`src/rtl/mem_access_unit_if.sv`:
```
// Handshake bundle between pipeline, memory and mem_access_unit.
// The unit binds to the slave modport; pipeline and memory drive via master.
interface mem_access_unit_if;
  logic        req_valid;
  logic        req_ready;
  logic        req_we;
  logic [1:0]  req_size;
  logic        req_signext;
  logic [31:0] req_addr;
  logic [31:0] req_wdata;
  logic        mem_req;
  logic        mem_we;
  logic [31:0] mem_addr;
  logic [3:0]  mem_be;
  logic [31:0] mem_wdata;
  logic        mem_ack;
  logic [31:0] mem_rdata;
  logic        resp_valid;
  logic [31:0] resp_rdata;
  logic        resp_err;

  modport master (
    output req_valid, req_we, req_size, req_signext,
    output req_addr, req_wdata, mem_ack, mem_rdata,
    input  req_ready, mem_req, mem_we, mem_addr,
    input  mem_be, mem_wdata, resp_valid, resp_rdata, resp_err
  );

  modport slave (
    input  req_valid, req_we, req_size, req_signext,
    input  req_addr, req_wdata, mem_ack, mem_rdata,
    output req_ready, mem_req, mem_we, mem_addr,
    output mem_be, mem_wdata, resp_valid, resp_rdata, resp_err
  );
endinterface

```
`src/rtl/mem_access_unit.sv`:
```
// Load/store unit: aligns requests onto a 32-bit memory bus,
// waits for ack with a timeout and returns extended load data.
module mem_access_unit #(
  parameter int TIMEOUT = 255
) (
  input logic               clk,
  input logic               reset,
  mem_access_unit_if.slave  bus
);

  localparam logic [1:0] S_IDLE   = 2'b00;
  localparam logic [1:0] S_ACCESS = 2'b01;
  localparam logic [1:0] S_RESP   = 2'b10;
  localparam logic [7:0] LAST     = 8'(TIMEOUT - 1);

  logic [1:0]  r_state;
  logic [7:0]  r_cnt;
  logic        r_we;
  logic [1:0]  r_size;
  logic [1:0]  r_off;
  logic        r_sx;
  logic        r_mem_req;
  logic        r_mem_we;
  logic [31:0] r_mem_addr;
  logic [3:0]  r_mem_be;
  logic [31:0] r_mem_wdata;
  logic        r_resp_valid;
  logic [31:0] r_resp_rdata;
  logic        r_resp_err;

  logic        w_misalign;
  logic [3:0]  w_be;
  logic [31:0] w_wdata;
  logic [31:0] w_lane;
  logic [31:0] w_ext;

  // Decode alignment, lane enables and replicated store data
  always_comb begin
    w_misalign = 1'b0;
    w_be       = 4'b1111;
    w_wdata    = bus.req_wdata;
    case (bus.req_size)
      2'b00: begin
        w_be    = 4'b0001 << bus.req_addr[1:0];
        w_wdata = {4{bus.req_wdata[7:0]}};
      end
      2'b01: begin
        w_misalign = bus.req_addr[0];
        w_be       = bus.req_addr[1] ? 4'b1100 : 4'b0011;
        w_wdata    = {2{bus.req_wdata[15:0]}};
      end
      2'b10: w_misalign = |bus.req_addr[1:0];
      default: w_misalign = 1'b1;
    endcase
  end

  // Shift the addressed lane down and extend it to 32 bits
  always_comb begin
    w_lane = bus.mem_rdata >> {r_off, 3'b000};
    case (r_size)
      2'b00: w_ext = {{24{r_sx & w_lane[7]}}, w_lane[7:0]};
      2'b01: w_ext = {{16{r_sx & w_lane[15]}}, w_lane[15:0]};
      default: w_ext = w_lane;
    endcase
  end

  // Control FSM with registered bus outputs and response
  always_ff @(posedge clk) begin
    if (reset) begin
      r_state      <= S_IDLE;
      r_cnt        <= 8'd0;
      r_we         <= 1'b0;
      r_size       <= 2'b00;
      r_off        <= 2'b00;
      r_sx         <= 1'b0;
      r_mem_req    <= 1'b0;
      r_mem_we     <= 1'b0;
      r_mem_addr   <= 32'd0;
      r_mem_be     <= 4'd0;
      r_mem_wdata  <= 32'd0;
      r_resp_valid <= 1'b0;
      r_resp_rdata <= 32'd0;
      r_resp_err   <= 1'b0;
    end else begin
      r_resp_valid <= (r_state == S_RESP);
      case (r_state)
        S_IDLE: begin
          if (bus.req_valid) begin
            r_we   <= bus.req_we;
            r_size <= bus.req_size;
            r_off  <= bus.req_addr[1:0];
            r_sx   <= bus.req_signext;
            if (w_misalign) begin
              r_state      <= S_RESP;
              r_resp_err   <= 1'b1;
              r_resp_rdata <= 32'd0;
            end else begin
              r_state     <= S_ACCESS;
              r_cnt       <= 8'd0;
              r_mem_req   <= 1'b1;
              r_mem_we    <= bus.req_we;
              r_mem_addr  <= {bus.req_addr[31:2], 2'b00};
              r_mem_be    <= w_be;
              r_mem_wdata <= w_wdata;
            end
          end
        end
        S_ACCESS: begin
          if (bus.mem_ack) begin
            r_state      <= S_RESP;
            r_mem_req    <= 1'b0;
            r_resp_err   <= 1'b0;
            r_resp_rdata <= r_we ? 32'd0 : w_ext;
          end else if (r_cnt == LAST) begin
            r_state      <= S_RESP;
            r_mem_req    <= 1'b0;
            r_resp_err   <= 1'b1;
            r_resp_rdata <= 32'd0;
          end else begin
            r_cnt <= r_cnt + 8'd1;
          end
        end
        S_RESP:  r_state <= S_IDLE;
        default: r_state <= S_IDLE;
      endcase
    end
  end

  assign bus.req_ready  = (r_state == S_IDLE);
  assign bus.mem_req    = r_mem_req;
  assign bus.mem_we     = r_mem_we;
  assign bus.mem_addr   = r_mem_addr;
  assign bus.mem_be     = r_mem_be;
  assign bus.mem_wdata  = r_mem_wdata;
  assign bus.resp_valid = r_resp_valid;
  assign bus.resp_rdata = r_resp_rdata;
  assign bus.resp_err   = r_resp_err;

endmodule
```
`src/flat_wrapper.sv`:
```
// flat-port wrapper written by rule: the top's interface ports become plain ports
module mem_access_unit_flat 
#(
  parameter int TIMEOUT = 255
)
  (clk, reset, bus_req_valid, bus_req_we, bus_req_size, bus_req_signext, bus_req_addr, bus_req_wdata, bus_mem_ack, bus_mem_rdata, bus_req_ready, bus_mem_req, bus_mem_we, bus_mem_addr, bus_mem_be, bus_mem_wdata, bus_resp_valid, bus_resp_rdata, bus_resp_err);
  mem_access_unit_if bus_i ();
  input logic clk;
  input logic reset;
  input wire logic [$bits(bus_i.req_valid)-1:0] bus_req_valid;
  input wire logic [$bits(bus_i.req_we)-1:0] bus_req_we;
  input wire logic [$bits(bus_i.req_size)-1:0] bus_req_size;
  input wire logic [$bits(bus_i.req_signext)-1:0] bus_req_signext;
  input wire logic [$bits(bus_i.req_addr)-1:0] bus_req_addr;
  input wire logic [$bits(bus_i.req_wdata)-1:0] bus_req_wdata;
  input wire logic [$bits(bus_i.mem_ack)-1:0] bus_mem_ack;
  input wire logic [$bits(bus_i.mem_rdata)-1:0] bus_mem_rdata;
  output wire logic [$bits(bus_i.req_ready)-1:0] bus_req_ready;
  output wire logic [$bits(bus_i.mem_req)-1:0] bus_mem_req;
  output wire logic [$bits(bus_i.mem_we)-1:0] bus_mem_we;
  output wire logic [$bits(bus_i.mem_addr)-1:0] bus_mem_addr;
  output wire logic [$bits(bus_i.mem_be)-1:0] bus_mem_be;
  output wire logic [$bits(bus_i.mem_wdata)-1:0] bus_mem_wdata;
  output wire logic [$bits(bus_i.resp_valid)-1:0] bus_resp_valid;
  output wire logic [$bits(bus_i.resp_rdata)-1:0] bus_resp_rdata;
  output wire logic [$bits(bus_i.resp_err)-1:0] bus_resp_err;
  assign bus_i.req_valid = bus_req_valid;
  assign bus_i.req_we = bus_req_we;
  assign bus_i.req_size = bus_req_size;
  assign bus_i.req_signext = bus_req_signext;
  assign bus_i.req_addr = bus_req_addr;
  assign bus_i.req_wdata = bus_req_wdata;
  assign bus_i.mem_ack = bus_mem_ack;
  assign bus_i.mem_rdata = bus_mem_rdata;
  assign bus_req_ready = bus_i.req_ready;
  assign bus_mem_req = bus_i.mem_req;
  assign bus_mem_we = bus_i.mem_we;
  assign bus_mem_addr = bus_i.mem_addr;
  assign bus_mem_be = bus_i.mem_be;
  assign bus_mem_wdata = bus_i.mem_wdata;
  assign bus_resp_valid = bus_i.resp_valid;
  assign bus_resp_rdata = bus_i.resp_rdata;
  assign bus_resp_err = bus_i.resp_err;
  mem_access_unit #(.TIMEOUT(TIMEOUT)) u_core (.clk(clk), .reset(reset), .bus(bus_i));
endmodule
```
`config.mk`:
```
export PLATFORM = sky130hd
export DESIGN_NAME = mem_access_unit_flat
export DESIGN_NICKNAME = d
export VERILOG_FILES = /design/src/rtl/mem_access_unit_if.sv /design/src/rtl/mem_access_unit.sv /design/src/flat_wrapper.sv
export SDC_FILE = /design/constraint.sdc
export NUM_CORES = 1
export LEC_CHECK = 0
export ABC_AREA = 1
export CAP_MARGIN = 30
export CORE_MARGIN = 2
export CORE_UTILIZATION = 30
export DETAILED_ROUTE_END_ITERATION = 7
export SLEW_MARGIN = 20
export SYNTH_ARGS = -nofsm -noshare
export SYNTH_HDL_FRONTEND = slang
export SYNTH_SLANG_ARGS = --single-unit
```
`constraint.sdc`:
```
create_clock -name clk -period 1.4 [get_ports clk]
set_input_delay 0.14 -clock clk [delete_from_list [all_inputs] [get_ports clk]]
set_output_delay 0.14 -clock clk [all_outputs]
set_load 0.01 [all_outputs]
```
# Word-level counts from Yosys, hierarchy flattened
# Index checks and enable logic that the tools add are counted.
dict set report op_classes {
  bitwise 3
  n_eq_ne 12
  n_shift 2
  muxes 31
  n_reduce_logical 11
  n_addsub 1
}
# cell n
set op_table {}
lappend op_table {{$pmux 32 s2} 3}
lappend op_table {{$mux 32} 5}
lappend op_table {{$mux 8} 4}
lappend op_table {{$shr 32x5->32} 1}
lappend op_table {{$pmux 8 s2} 1}
lappend op_table {{$add 8x1->8 const B} 1}
lappend op_table {{$eq 8x8->1 const B} 1}
lappend op_table {{$mux 1} 8}
lappend op_table {{$mux 2} 4}
lappend op_table {{$ne 2x2->1 const B} 4}
lappend op_table {{$pmux 4 s2} 1}
lappend op_table {{$reduce_and 4->1} 2}
lappend op_table {{$eq 2x1->1 const B} 3}
lappend op_table {{$logic_not 2->1} 3}
lappend op_table {{$reduce_and 5->1} 1}
lappend op_table {{$eq 2x2->1 const B} 2}
lappend op_table {{$mux 4} 1}
lappend op_table {{$pmux 1 s2} 2}
lappend op_table {{$pmux 2 s2} 1}
lappend op_table {{$reduce_and 2->1} 2}
lappend op_table {{$shl 1x2->4 const A} 1}
lappend op_table {{$ne 3x2->1 const B} 1}
lappend op_table {{$pmux 1 s3} 1}
lappend op_table {{$reduce_and 3->1} 1}
lappend op_table {{5 further kinds} 6}
dict set report totals {
  output_inout_bits 105
  elab_cells 74
  in_bits 104
  reg_bits 118
}

# Logic depth before layout (Yosys ltp)
# Gate-level depths: netlist of run 1.
dict set report depth {
  ltp_word 6
  ltp_mapped 10
  ltp_nobuf 9
}

# Worst setup path before layout of run 1
# OpenSTA, ideal clock, no wires.
dict set report synth_timing {
  path_type {reg-to-reg}
  start {reg u_core.r_cnt[0]}
  end {reg u_core.r_resp_rdata[23] (netlist: u_core.bus.resp_rdata[23])}
  t_arrival_ns 1.243
  setup_ns 0.132
  synth_period_minus_slack_ns 1.375
  setup_slack_ns 0.025
  required_ns 1.268
  stages_incl_launch_ff 11
  n_path_buf 1
  path_cell_list {dfxtp_1 inv_1 ha_1 nand2_1 nor2_1 nand2_2 a21oi_2 nand2_2 buf_6 nand2_1 a21oi_1}
}
dict set report synth_via {
  elab_chain_len 3
}
# element line
set synth_rtl {}
lappend synth_rtl {{start, declared} mem_access_unit.sv:17} ;# logic [7:0] r_cnt;
lappend synth_rtl {{start signal, assigned} mem_access_unit.sv:120} ;# r_cnt <= r_cnt + 8'd1;
lappend synth_rtl {{$eq 8x8->1} mem_access_unit.sv:114} ;# end else if (r_cnt == LAST) begin
lappend synth_rtl {{$ne 3x2->1 (no line)} --}
lappend synth_rtl {{$reduce_and 4->1 (no line)} --}
lappend synth_rtl {{end signal, assigned} mem_access_unit.sv:113} ;# r_resp_rdata <= r_we ? 32'd0 : w_ext;
lappend synth_rtl {{end, declared} mem_access_unit.sv:28} ;# logic [31:0] r_resp_rdata;
# No other way between the ends.
# A chain may end at the register's enable or synchronous reset.

# Final worst setup path of run 1
dict set report layout_timing {
  start {reg u_core.r_cnt[0]}
  end {reg u_core.r_resp_rdata[25] (netlist: u_core.bus.resp_rdata[25])}
}
# Same word-level chain as after synthesis.

==> flow_metrics.py, run 1 <==
metrics = {
    "grt": {
        "grt_util_all_layers": 0.185,
        "wire_length_of_the_first_global_routing_pass_um": 29100,
        "maximum_number_of_pins_on_one_net_before_global_route_repair": 48,
        "globalRouteOverflowTotal": 0,
        "first_global_vias": 5461,
        "antenna_found_initial": 0,
    },
    "routing": {
        "detail_route.first_pass.iterations": 5,
        "route.final.wire_length_um": 21100,
        "detail_route.drc_violations": 0,
        "avgRoutedWirePerCell_um": 16.1,
        "dr_total_vias": 6310,
        "first_iter_violations": 375,
        "antenna_left": 0,
        "via_per_inst": 4.80,
    },
    "pwr": {
        "p_leak_nw": 4.40,
        "clock_power_share": 0.441,
        "total_switching_power_w": 0.00298,
        "power.density_nw_per_um2": 1130,
        "combPwrFrac": 0.225,
        "post-layout-total-power_w": 0.0110,
        "p_seq_frac": 0.335,
        "internal_power_w": 0.00803,
        "vdd_drop_max_v": 0.000938,
        "switching_share": 0.270,
    },
    "layout": {
        "insertedDiodeCount": 0,
        "final_net_count": 1180,
        "num-fill-cells": 1714,
        "layout-drive-gt1-share": 0.244,
        "seqCellArea_um2": 2370,
        "layout_area_overhead_pct": 75.4,
        "final_cells": 1315,
        "multi_input_comb_area_um2": 3220,
    },
    "floorplanning": {
        "die_width_um": 140,
        "die_height_um": 140,
        "floorplan.initialDensity": 0.307,
        "io-pin-count": 209,
        "core_area_um2": 18000,
        "design.die.area_um2": 19600,
        "std_cell_rows": 49,
    },
    "clock_tree": {
        "ctsRootBufferMaster": "clkbuf_16",
        "clock_insertion_delay_worst_skew_ns": 0.42,
        "cts-htree-levels": 4,
        "holdBufCountCts": 0,
        "tritoncts.num_buffers": 17,
        "clock_sinks": 118,
        "cts-root-to-sink-buffers": 2,
        "tritoncts": "built",
        "clk_pin_slew_worst_paths_ns": 0.06,
    },
    "yosys": {
        "synth-edff-count": 0,
        "top_cells_by_instance_count_after_synthesis": "nand2_1, nor2_1, dfxtp_1",
        "ys_async_sr_fraction": 0,
        "post_syn_area_um2": 5540,
        "synth_sequential_area_ratio": 0.426,
        "synthDistinctLibCells": 34,
        "yosys_register_bits": 118,
        "synth.top_cell.area_share": 0.426,
        "synthesis.yosys.warnings": 0,
        "synth_top_area_cell": "dfxtp_1",
        "syn-instance-count": 810,
        "synthMostInstantiatedCell": "nand2_1",
        "syn_avg_cell_area_um2": 6.84,
        "synth.top_cells.by_area": "dfxtp_1, nand2_1, nor2_1, o21ai_0, a21oi_1",
        "postSynth.topFlopCell": "dfxtp_1",
    },
    "sta": {
        "fmaxAchievable_ghz": 0.664,
        "final.setup.worst_slack_ns": -0.107,
        "unrepaired_setup_endpoints_after_global_routing": "yes",
        "fin_worst_skew_ns": 0.00922,
        "layout_worst_path_cycle_share": 1.08,
        "report.final.slew_viol_count": 0,
        "timing.final.setup_violations": 88,
        "min_period_ns": 1.51,
        "timing.final.hold_violations": 0,
    },
    "worst_setup_path": {
        "worst_setup_path_start_kind": "flop",
        "critical-path-max-stage-delay_ns": 0.32,
        "crit_path_end_kind": "flop",
        "path_common_cell": "nand2_2",
        "cp.arrival_ns": 1.79,
        "critPathMaxFanout": 8,
        "timing.setup.critical_path_class": "reg2reg",
        "worstPathCellList": "inv_2, ha_4, nand2_2, nor2_2, nand2_2, a21oi_4, nand2_4, clkbuf_16, nand2_2, a21oi_2",
        "critPathSlowestCell": "dfxtp_2",
        "cp.required_ns": 1.68,
    },
    "placed_design": {
        "number_of_i_o_port_buffers": 206,
        "hpwlAfterDp_um": 13000,
        "place.detailed.instances": 1253,
        "place_congestion": 0.810,
    },
    "status": {
        "failed_checks": "negative setup slack",
        "run_status": "finished with violations",
    },
    "flow_run": {
        "max_cap_violation_count": 0,
    },
    "hold_path": {
        "hold_path.class": "in2reg",
    },
}
power by group through the flow:
stage                     clock network [W]  registers [W]  logic (W)
after global routing                0.00507        0.00371    0.00268
after detailed placement                  0        0.00373    0.00202
after floorplan                           0        0.00381   0.000932
after global placement                    0        0.00373    0.00202
after CTS                           0.00492        0.00366    0.00194
final                               0.00485        0.00368    0.00248
critical path, delay by kind of cell, from the launching register on:
kind,cells,cell delay [ns]
compound gates,2,0.23
fa+ha+maj,1,0.12
buf+inv,2,0.26
flops,1,0.32
simple gates,5,0.43
layer usage:
metal	routed length [um]	track usage
met3	1180	0.0379
met1	9410	0.251
met4	412	0.0642
met2	10100	0.292
met5	0	0
timing repair:
item | CTS | global route
cloned | 0 | 19
setup buffers | 2 | 10
hold endpoints to repair | 0 | 0
pin swaps | 1 | 58
endpoints found under the setup margin | 208 | 110
gates resized for setup | 112 | 208
per-stage QoR:
stage	TNS, ns	utilization	setup slack (ns)	hold WS (ns)	cell area, um2
3_5_place_dp	-32.55	0.451	-0.387	0.457	8130
5_1_grt	-11.12	0.539	-0.176	0.339	9720
4_1_cts	-2.29	0.481	-0.0756	0.317	8680
2_1_floorplan	0	-	0.0248	0.288	5540
6_report	-4.09	0.539	-0.107	0.323	9720
3_3_place_gp	-27.38	0.451	-0.346	0.450	8130
logic make-up (layout without fill, tap and decap cells):
kind of cell | count (synthesis) | after routing | synth area share
adders and majority gates | 2 | 2 | 0.00452
DFF | 118 | 118 | 0.426
and+or+nand+nor | 424 | 424 | 0.314
other | 1 | 2 | 0.000677
xor gates and xnor gates | 3 | 3 | 0.00474
AOI/OAI and AO/OA | 173 | 173 | 0.166
buffers and inverters | 89 | 364 | 0.0834
worst paths after layout:
check,from,end,slack (ns),cells past startpoint
worst max-delay path,u_core.r_cnt[0],u_core.bus.resp_rdata[25],-0.11,10
worst min-delay path,bus_req_addr[17],u_core.bus.mem_addr[17],0.32,3
worst max register to register,u_core.r_cnt[0],u_core.bus.resp_rdata[25],-0.11,10
worst min register to register,u_core.bus.resp_rdata[5],u_core.bus.resp_rdata[5],0.45,2
final cells by class:
type	count	area share
flip-flops and latches	118	0.244
well taps	229	0.0295
clock inverters	9	0.0178
inverters	36	0.0152
multi-input cells	604	0.332
clock buffers	22	0.0488
repair inverters	1	0.00167
repair buffers	296	0.312
layout by cell type, fill, tap and decap left out, types with 3 or more instances in the layout:
cell	instances
a21oi_2	10
nand3_2	5
clkdlybuf4s50_1	102
dfxtp_1	114
a21oi_1	49
inv_1	24
o21ai_0	41
buf_12	14
buf_8	5
bufinv_16	5
o21ai_4	4
nand2_4	4
dlygate4sd2_1	102
dfxtp_2	3
clkbuf_16	27
nand2_2	14
nor2_2	29
nand3_4	3
clkinv_2	3
nor2_4	15
nand2_1	196
o21ai_2	43
nand3_1	29
nor2_1	124
inv_2	8
clkinv_1	3
o211ai_1	14
buf_4	54
clkbuf_8	3
buf_6	8
o21ai_1	9
state kept, by name, indices dropped and copies added (netlist names):
register               flops
u_core.r_sx                1
u_core.r_size              2
u_core.bus.mem_we          1
u_core.bus.mem_addr       30
u_core.r_state             2
u_core.bus.mem_req         1
u_core.bus.mem_be          4
u_core.r_cnt               8
u_core.bus.resp_err        1
u_core.bus.resp_valid      1
u_core.r_we                1
u_core.r_off               2
u_core.bus.resp_rdata     32
u_core.bus.mem_wdata      32
(Power assumes the default switching activity.)
==> run 2, diff against run 1 <==
CTS_CLUSTER_DIAMETER = 100   (was default)
PLACE_DENSITY = 0.69   (was default)
==> run 2 against run 1 <==
  * Register-to-register slack lost 0.05 ns
  * Clock skew shrank 0.0018 ns
  * Highest routed layer unchanged
  * Clock power shrank 9.3%
  * Sequential share of layout area grew 2.1 points
  * Via count shrank 2.5%
  * Combinational power shrank 15%
  * Wire length shrank 9.9%
  * Non-clock buffer count shrank 23
  * The run still ends with negative setup slack left
==> flow_metrics.py, run 2 (synthesis results as in run 1) <==
metrics = {
    "clock_tree": {
        "clock_insertion_delay_worst_skew_ns": 0.42,
        "clk_pin_slew_worst_paths_ns": 0.06,
        "holdBufCountCts": 0,
        "ctsRootBufferMaster": "clkbuf_16",
        "clock_sinks": 118,
        "cts-root-to-sink-buffers": 2,
        "cts-htree-levels": 4,
        "tritoncts.num_buffers": 17,
        "tritoncts": "built",
    },
    "placed_design": {
        "hpwlAfterDp_um": 13000,
        "dp_worst_setup_slack_ns": -0.613,
        "place.detailed.instances": 1248,
        "place_congestion": 0.849,
        "total_placed_instance_area_um2": 8100,
        "number_of_i_o_port_buffers": 206,
    },
    "sta": {
        "unrepaired_setup_endpoints_after_global_routing": "yes",
        "final.setup.worst_slack_ns": -0.156,
        "timing.final.setup_violations": 38,
        "fin_worst_skew_ns": 0.00746,
        "report.final.slew_viol_count": 0,
        "fmaxAchievable_ghz": 0.643,
        "hold_ws_ns": 0.324,
        "layout_worst_path_cycle_share": 1.11,
        "timing.final.hold_violations": 0,
        "min_period_ns": 1.56,
    },
    "grt": {
        "maximum_number_of_pins_on_one_net_before_global_route_repair": 37,
        "first_global_vias": 5671,
        "grt_util_all_layers": 0.184,
        "antenna_found_initial": 1,
        "wire_length_of_the_first_global_routing_pass_um": 29000,
        "globalRouteOverflowTotal": 0,
    },
    "routing": {
        "detail_route.first_pass.iterations": 5,
        "antenna_left": 0,
        "avgRoutedWirePerCell_um": 14.7,
        "route.final.wire_length_um": 19000,
        "detail_route.drc_violations": 0,
        "dr_total_vias": 6150,
        "via_per_inst": 4.76,
        "first_iter_violations": 479,
    },
    "worst_setup_path": {
        "reg2reg_setup_slack_ns": -0.16,
        "cp.arrival_ns": 1.85,
        "rr_worst_depth": 10,
        "startpoint_of_the_most_critical_register_to_register_path": "u_core.r_cnt[0]",
        "crit_path_end_kind": "flop",
        "endpoint_of_the_most_critical_register_to_register_path": "u_core.bus.resp_rdata[20]",
        "cp.required_ns": 1.69,
        "timing.setup.critical_path_class": "reg2reg",
        "worst_setup_path_start_kind": "flop",
        "critPathMaxFanout": 6,
        "setup.worst_path.start": "u_core.r_cnt[0]",
    },
    "hold_path": {
        "timing.hold.worst.start": "bus_req_addr[7]",
        "hold-path-endpoint": "u_core.bus.mem_addr[7]",
        "hold_path_stages": 3,
        "hold_path.class": "in2reg",
    },
    "layout": {
        "layout_commonest_cell": "nand2_1",
        "finalInstanceArea_um2": 8940,
        "utilization": 0.496,
        "layout-drive-gt1-share": 0.153,
        "layout_area_overhead_pct": 61.3,
        "final_net_count": 1156,
        "layout.cells.most_common_list": "nand2_1, nor2_1, dfxtp_1",
        "final_cells": 1293,
        "num-fill-cells": 1818,
    },
    "pwr": {
        "combPwrFrac": 0.208,
        "power.density_nw_per_um2": 1140,
        "p_leak_nw": 4.11,
        "vdd_drop_max_v": 0.000826,
        "internal_power_w": 0.00721,
        "p_seq_frac": 0.360,
        "switching_share": 0.291,
        "clock_power_share": 0.432,
        "total_switching_power_w": 0.00296,
    },
    "status": {
        "run_status": "finished with violations",
        "failed_checks": "negative setup slack",
    },
    "floorplanning": {
        "floorplan.initialDensity": 0.307,
        "die_width_um": 140,
        "die_height_um": 140,
        "std_cell_rows": 49,
        "core_area_um2": 18000,
        "io-pin-count": 209,
        "design.die.area_um2": 19600,
    },
    "flow_run": {
        "max_cap_violation_count": 0,
    },
}
==> run 2: changes by cell type in the layout (fill, tap and decap cells not counted), sizes merged <==
cell	previous run	this run
buf	81	63
bufinv	5	2
clkbuf	32	22
clkdlybuf4s50	102	101
clkinv	8	6
clkinvlp	1	4
diode	0	1
dlymetal6s2s	1	2
inv	32	39
==> run 2: final cells by class <==
cell class                      count  area, um2  area share
Antenna cell                        1       2.50    0.000280
Clock buffer                       17        425      0.0476
Clock inverter                     15        168      0.0188
Inverter                           36        140      0.0157
Multi-Input combinational cell    604       2880       0.322
Sequential cell                   118       2370       0.265
Tap cell                          229        287      0.0321
Timing Repair Buffer              273       2670       0.299
==> run 2: critical path, cell delays in order (launching register included) <==
cell and delay, ns:
dfxtp_2 0.32, inv_2 0.07, ha_4 0.13, nand2_4 0.05, nor2_4 0.11, nand2_4 0.07, a21oi_4 0.18, nand2_4 0.15
clkbuf_16 0.21, nand2_1 0.06, a21oi_1 0.06
==> run 2: through the flow <==
step / total power (W) / TNS [ns]
6_report: 0.0102 / -4.30
5_1_grt: 0.0106 / -7.28
4_1_cts: 0.0100 / -2.33
3_5_place_dp: 0.00575 / -54.55
3_3_place_gp: 0.00573 / -47.02
2_1_floorplan: 0.00474 / 0
==> run 2: how the worst max path moves through the flow <==
stage	slack (ns)	cells after the start	to
6_report	-0.16	10	u_core.bus.resp_rdata[20]
5_1_grt	-0.22	10	u_core.bus.resp_rdata[31]
4_1_cts	-0.08	10	u_core.bus.resp_rdata[30]
3_5_place_dp	-0.61	5	u_core.bus.mem_wdata[13]
3_3_place_gp	-0.56	5	u_core.bus.mem_wdata[13]
2_1_floorplan	0.02	10	u_core.bus.resp_rdata[23]
==> run 2: timing repair <==
item                       CTS  global route
setup endpoints to repair  207           104
gates resized for setup    109            59
gates cloned                 0             7
pin swaps                    0            11
buffers inserted             0             5
==> run 2: metal layers <==
| layer | up-vias | track usage | wire length (um) |
|---|---|---|---|
| met5 | - | 0 | 0 |
| met4 | 0 | 0.0742 | 503 |
| met3 | 37 | 0.0540 | 1330 |
| met2 | 219 | 0.298 | 8880 |
| met1 | 2804 | 0.231 | 8330 |
| li1 | 3090 | - | - |
==> run 2: power groups by stage <==
stage / Sequential, W / Clock [W] / Combinational, W
after floorplan: 0.00381 / 0 / 0.000932
after global placement: 0.00373 / 0 / 0.00200
after detailed placement: 0.00373 / 0 / 0.00202
after CTS: 0.00366 / 0.00447 / 0.00191
after global routing: 0.00369 / 0.00463 / 0.00231
final: 0.00366 / 0.00440 / 0.00211
